$ cat config.mk
export PLATFORM = sky130hd
export DESIGN_NAME = input_cond
export DESIGN_NICKNAME = d
export VERILOG_FILES = /design/src/rtl/input_cond.sv
export SDC_FILE = /design/constraint.sdc
export NUM_CORES = 1
export LEC_CHECK = 0
export BUFFER_PORTS_ARGS = -buffer_cell sky130_fd_sc_hd__buf_2
export CAP_MARGIN = 20
export CORE_MARGIN = 2
export CORE_UTILIZATION = 25
export DETAILED_ROUTE_END_ITERATION = 8
export MAX_ROUTING_LAYER = met4
export PLACE_DENSITY = 0.5
export SLEW_MARGIN = 10
export SYNTH_ARGS = -nofsm -noshare
export SYNTH_HDL_FRONTEND = slang
export SYNTH_SLANG_ARGS = --single-unit
$ cat constraint.sdc
create_clock -name clk -period 1 [get_ports clk]
set_input_delay 0.2 -clock clk [delete_from_list [all_inputs] [get_ports clk]]
set_output_delay 0.2 -clock clk [all_outputs]
set_load 0.005 [all_outputs]
$ cat src/rtl/input_cond.sv
// input_cond
//
// Conditions the raw front-panel controls of the clock: three slide switches
// and one start/stop pushbutton. Every input is brought into the clk domain by
// a two-flop synchronizer and then filtered by its own debouncer. Each
// qualified activation is turned into a registered one-cycle pulse.
//
// Build option:
//   DEBOUNCE_EN - when defined, each input needs DB_CYCLES consecutive
//                 synchronized samples that differ from the current stable
//                 level before that level is accepted. When undefined, there
//                 are no counters and the stable level follows the
//                 synchronizer output every edge (DB_CYCLES is then ignored).
//
// Parameters:
//   DB_CYCLES   debounce qualification time in clk cycles (legal 2..2^20-1)
//
// Ports:
//   clk         system clock, all state on the rising edge
//   rst_n       asynchronous active-low reset
//   SW[2:0]     raw slide switches: [0] set time, [1] stop watch, [2] set alarm
//   KEY         raw start/stop pushbutton, active-low
//   set_time    one-cycle pulse on a qualified rise of SW[0]
//   stop_watch  one-cycle pulse on a qualified rise of SW[1]
//   set_alarm   one-cycle pulse on a qualified rise of SW[2]
//   strtStp     one-cycle pulse on a qualified press (1->0) of KEY
//   sw_lvl      debounced stable level of SW
module input_cond #(
    parameter int DB_CYCLES = 500000
) (
    input  logic       clk,
    input  logic       rst_n,
    input  logic [2:0] SW,
    input  logic       KEY,
    output logic       set_time,
    output logic       stop_watch,
    output logic       set_alarm,
    output logic       strtStp,
    output logic [2:0] sw_lvl
);

    // Channel 3 is the active-low pushbutton, so its idle level is 1; the
    // switches idle at 0. Each channel pulses when it settles at the opposite
    // of its idle level.
    localparam logic [3:0] IDLE_VAL   = 4'b1000;
    localparam logic [3:0] ACTIVE_VAL = ~IDLE_VAL;

    if (DB_CYCLES < 2 || DB_CYCLES > 1048575) begin : g_bad_db_cycles
        $error("input_cond: DB_CYCLES out of range 2..2^20-1");
    end

    logic [3:0] raw;
    logic [3:0] sync1;
    logic [3:0] sync2;
    logic [3:0] stable;
    logic [3:0] update;
    logic [3:0] pulse_q;

    assign raw = {KEY, SW};

    // Two-flop synchronizers, reset to each channel's idle level.
    always_ff @(posedge clk or negedge rst_n) begin
        if (!rst_n) begin
            sync1 <= IDLE_VAL;
            sync2 <= IDLE_VAL;
        end else begin
            sync1 <= raw;
            sync2 <= sync1;
        end
    end

`ifdef DEBOUNCE_EN
    localparam int CW = $clog2(DB_CYCLES);

    logic [CW-1:0] count [4];

    // A channel updates on the edge where it has already disagreed with
    // stable for DB_CYCLES-1 counted edges and still disagrees.
    always_comb begin
        update = '0;
        for (int i = 0; i < 4; i++) begin
            update[i] = (sync2[i] != stable[i]) && (count[i] == CW'(DB_CYCLES - 1));
        end
    end

    // Per-channel debounce counter: any agreement with stable restarts the
    // qualification window, so short excursions never reach the update edge.
    always_ff @(posedge clk or negedge rst_n) begin
        if (!rst_n) begin
            stable <= IDLE_VAL;
            for (int i = 0; i < 4; i++) begin
                count[i] <= '0;
            end
        end else begin
            for (int i = 0; i < 4; i++) begin
                if (sync2[i] == stable[i]) begin
                    count[i] <= '0;
                end else if (update[i]) begin
                    stable[i] <= sync2[i];
                    count[i]  <= '0;
                end else begin
                    count[i] <= count[i] + CW'(1);
                end
            end
        end
    end
`else
    // Without debouncing every difference is accepted on the next edge.
    always_comb begin
        update = sync2 ^ stable;
    end

    always_ff @(posedge clk or negedge rst_n) begin
        if (!rst_n) begin
            stable <= IDLE_VAL;
        end else begin
            stable <= sync2;
        end
    end
`endif

    // Registered pulses: set on the update edge when the new level is the
    // channel's active level, so each held activation yields exactly one pulse.
    always_ff @(posedge clk or negedge rst_n) begin
        if (!rst_n) begin
            pulse_q <= '0;
        end else begin
            pulse_q <= update & ~(sync2 ^ ACTIVE_VAL);
        end
    end

    assign set_time   = pulse_q[0];
    assign stop_watch = pulse_q[1];
    assign set_alarm  = pulse_q[2];
    assign strtStp    = pulse_q[3];
    assign sw_lvl     = stable[2:0];

endmodule

# [After elaboration in Yosys (flattened, before gate mapping)]
# Cells that the tools add are included.
[op_classes] n_bitwise=4
[op_table] op="bitwise AND 4 bit" count=1
[op_table] op="inverter 4 bit" count=1
[op_table] op="bitwise XOR 4 bit" count=1
[op_table] op="inverter 3 bit" count=1
[totals] input_bits=6 word_cells=8 register_bits=16 output_inout_bits=7

# [Longest topological paths before layout]
[depth] word_depth=3 mapped_depth=1 mapped_depth_nobuf=1

# [Least setup slack after synthesis]
# No wires, ideal clock.
[synth_timing] kind="register to output" from="register stable[0]" to="output sw_lvl[0]" n_path_buf=1 path_stages_with_launch=2 arrival_ns=0.520 setup_slack_ns=0.280 path_cell_list="dfrtp_1 buf_4"
[synth_rtl] element="from (decl)" line="55" source="logic [3:0] stable;"
[synth_rtl] element="from (signal assigned)" line="117" source="stable <= sync2;"
[synth_rtl] element="to (decl)" line="39" source="output logic [2:0] sw_lvl"
# No word-level cell between the ends.

# [Worst setup path after layout]
[layout_timing] from="register stable[2]" to="output sw_lvl[2]"
# No word-level cell between the ends.

==> impl_metrics.ini <==
[clocking]
cts.root.buffer_cell = sky130_fd_sc_hd__clkbuf_4
cts_tree = yes
post_cts_resized = 0
worst_skew_pair.late_latency_ns = 0.28
clockBufferDepth = 2
cts-buffers-inserted = 3
tritoncts_num_sinks = 16
cts-htree-levels = 1
cts.reportedPaths.clkPinSlew_ns = 0.09

[finish]
final_net_count = 49
utilization_pct = 36.1
instances_no_fill = 67
antenna_cells = 0
syn2layout_area_growth_pct = 32.2
post_route_cells_drive_above_1_share_pct = 64.3

[timing]
maxClockFrequency_ghz = 1.02
worst_slack_ns = 0.0170
final-setup-viol-count = 0
worst-slew-pin-transition_ns = 0.342
min_period_over_period_pct = 98.3
worst_max_slew_margin_expressed_relative_to_the_limit_pct = 77.2
grt_setup_unrepaired = yes
totalNegativeSetupSlack_ns = 0
period_needed_ns = 0.983
timing_hold_violations_final = 0
fin_hold_ws_ns = 0.0242
drv_slew = 0
clock-skew-final_ns = 0.00255

[logic_synthesis]
yosys_register_bits = 16
synthesis.nets = 29
syn_avg_cell_area_sq_um = 20.9
synth.lib_cells_used.distinct = 4
yosysWarnings = 0
ys_async_sr_fraction_pct = 100
synth.most_common_cell = sky130_fd_sc_hd__dfrtp_1
synth_largest_area_cell = sky130_fd_sc_hd__dfrtp_1
synth_top_cells_by_count = sky130_fd_sc_hd__dfrtp_1 (13), sky130_fd_sc_hd__nor2b_4 (4), sky130_fd_sc_hd__buf_4 (3), sky130_fd_sc_hd__dfstp_2 (3)
post_synth_edffs = 0
netlist_instances = 23
ys.flop_type = sky130_fd_sc_hd__dfrtp_1
post_synth_main_area_contributors = sky130_fd_sc_hd__dfrtp_1 (68%), sky130_fd_sc_hd__dfstp_2 (16%), sky130_fd_sc_hd__nor2b_4 (11%)
synth_top_cell_area_share_pct = 67.5
post_synthesis_instance_area_sq_um = 482
ys_seq_area_share_pct = 83.9

[pwr]
total_leakage_power_nw = 0.316
combinational_share_of_power_pct = 6.1
netSwitchingFraction_pct = 19.1
vdd.ir_drop.worst_mv = 0.864
p_per_area_nw_per_um2 = 1840
power.internal_uw = 949
sequentialPowerShare_pct = 59.3
clkPwrFrac_pct = 34.6
p_switching_uw = 224

[detailed_routing]
drt-initial-drc-count = 0
detail_route.vias_per_cell = 3.27
route.final.wire_length_microns = 565
post_dr_wirelength_cell_microns = 8.43
drcViolationCount = 0
drtPass1Iterations = 1
detail-route-antenna-nets = 0
dr_total_vias = 219

[floorplan]
io_pins = 13
die_width_microns = 47.9
floorplan.die.height_microns = 47.9
floorplan.die_area_sq_um = 2290
start_util_pct = 27.3
rows = 15
floorplan.core_area_sq_um = 1760

[worst_setup_path]
required_time_of_the_critical_path_ns = 0.80
worst_setup_path_end_kind = output pin
worst-setup-path-type = flop to output pin
family_with_the_most_delay_on_the_worst_path = flip-flops
critical_path.slowest_cell = sky130_fd_sc_hd__dfrtp_1
critical_path.max_stage_delay_ns = 0.38
cp.arrival_ns = 0.78
worstPathMaxFanout = 2
worst_setup_path_start_kind = flop
cp.buffers_inverters = 1
crit_path_cell_trace = buf_2

[worst_hold_path]
holdCritPathClass = input port to flop

[placement]
pre_cts_slack_ns = 0.279
io_buffer_count = 12
placed_cells = 57
finalWeightedCongestion = 0.604

[global_routing]
global_route.overflow_total = 0
first_global_vias = 206
antenna_found_initial = 0
groute.usage.overall_pct = 6.34
grt_pass1_wl_microns = 848
grt_start_max_net_pins = 17

[outcome]
status = finished, final reports clean

[run]
max_capacitance_violation_count = 0
-- power groups by stage --
stage | clock, mW | combinational, mW | sequential [mW]
finish | 0.405 | 0.0714 | 0.696
global route | 0.449 | 0.0795 | 0.700
CTS | 0.429 | 0.0675 | 0.697
detailed placement | 0 | 0.0519 | 0.712
global placement | 0 | 0.0509 | 0.711
floorplan | 0 | 0.0232 | 0.712
-- cells in the final DEF (no fill, tap or decap), drive strengths merged --
cell         synthesis  final
buf                  3     16
dfrtp               13     13
nor2b                4      4
clkbuf               0      4
dfstp                3      3
dlygate4sd3          0      2
-- worst reg2reg max path, stage by stage (launching register included) --
cell	delay, ns
sky130_fd_sc_hd__dfrtp_1	0.38
sky130_fd_sc_hd__buf_4	0.13
sky130_fd_sc_hd__buf_4	0.13
sky130_fd_sc_hd__nor2b_4	0.08
-- routing by layer --
metal | vias up | wire (microns) | track usage, %
met1 | 104 | 262 | 5.94
met5 | - | 0 | -
met3 | 2 | 41 | 5.66
met4 | 0 | 5 | 3.24
li1 | 105 | - | -
met2 | 8 | 256 | 8.80
-- layout make-up --
cell class                      instances  area, sq um
Timing Repair Buffer                   18          110
Sequential cell                        16          404
Clock buffer                            4         36.3
Fill cell                             189         1130
Tap cell                               25         31.3
Multi-Input combinational cell          4         55.1
-- sequential cells by signal (all words and copies together), names as in the netlist --
signal and count:
sync2 4, pulse_q 4, sync1 4, stable 4
-- through the flow --
stage	total power, mW	area [sq um]
2_1_floorplan	0.735	482
3_3_place_gp	0.762	551
3_5_place_dp	0.764	551
4_1_cts	1.19	619
5_1_grt	1.23	637
6_report	1.17	637
-- cells by family after synthesis --
kind of cell  Yosys count  share of synthesized area, %
flops                  16                          83.9
simple gates            4                          11.4
buf+inv                 3                          4.67
-- timing repair --
| item | CTS | global route |
|---|---|---|
| setup endpoints to repair | 3 | 5 |
| hold endpoints to repair | 13 | 1 |
| buffers inserted | 3 | 1 |
| hold buffers | 1 | 1 |
-- worst paths after layout --
check,cells after the start,startpoint,slack (ns),to
setup / recovery,1,stable[2],0.02,sw_lvl[2]
hold / removal,1,SW[2],0.02,sync1[2]
setup reg to reg,3,stable[1],0.22,pulse_q[1]
hold reg to reg,0,sync1[0],0.35,sync2[0]
max in group asynchronous,2,rst_n,0.35,sync2[3]
min in group asynchronous,2,rst_n,0.35,pulse_q[2]
Power figures use the tool's default switching activity.
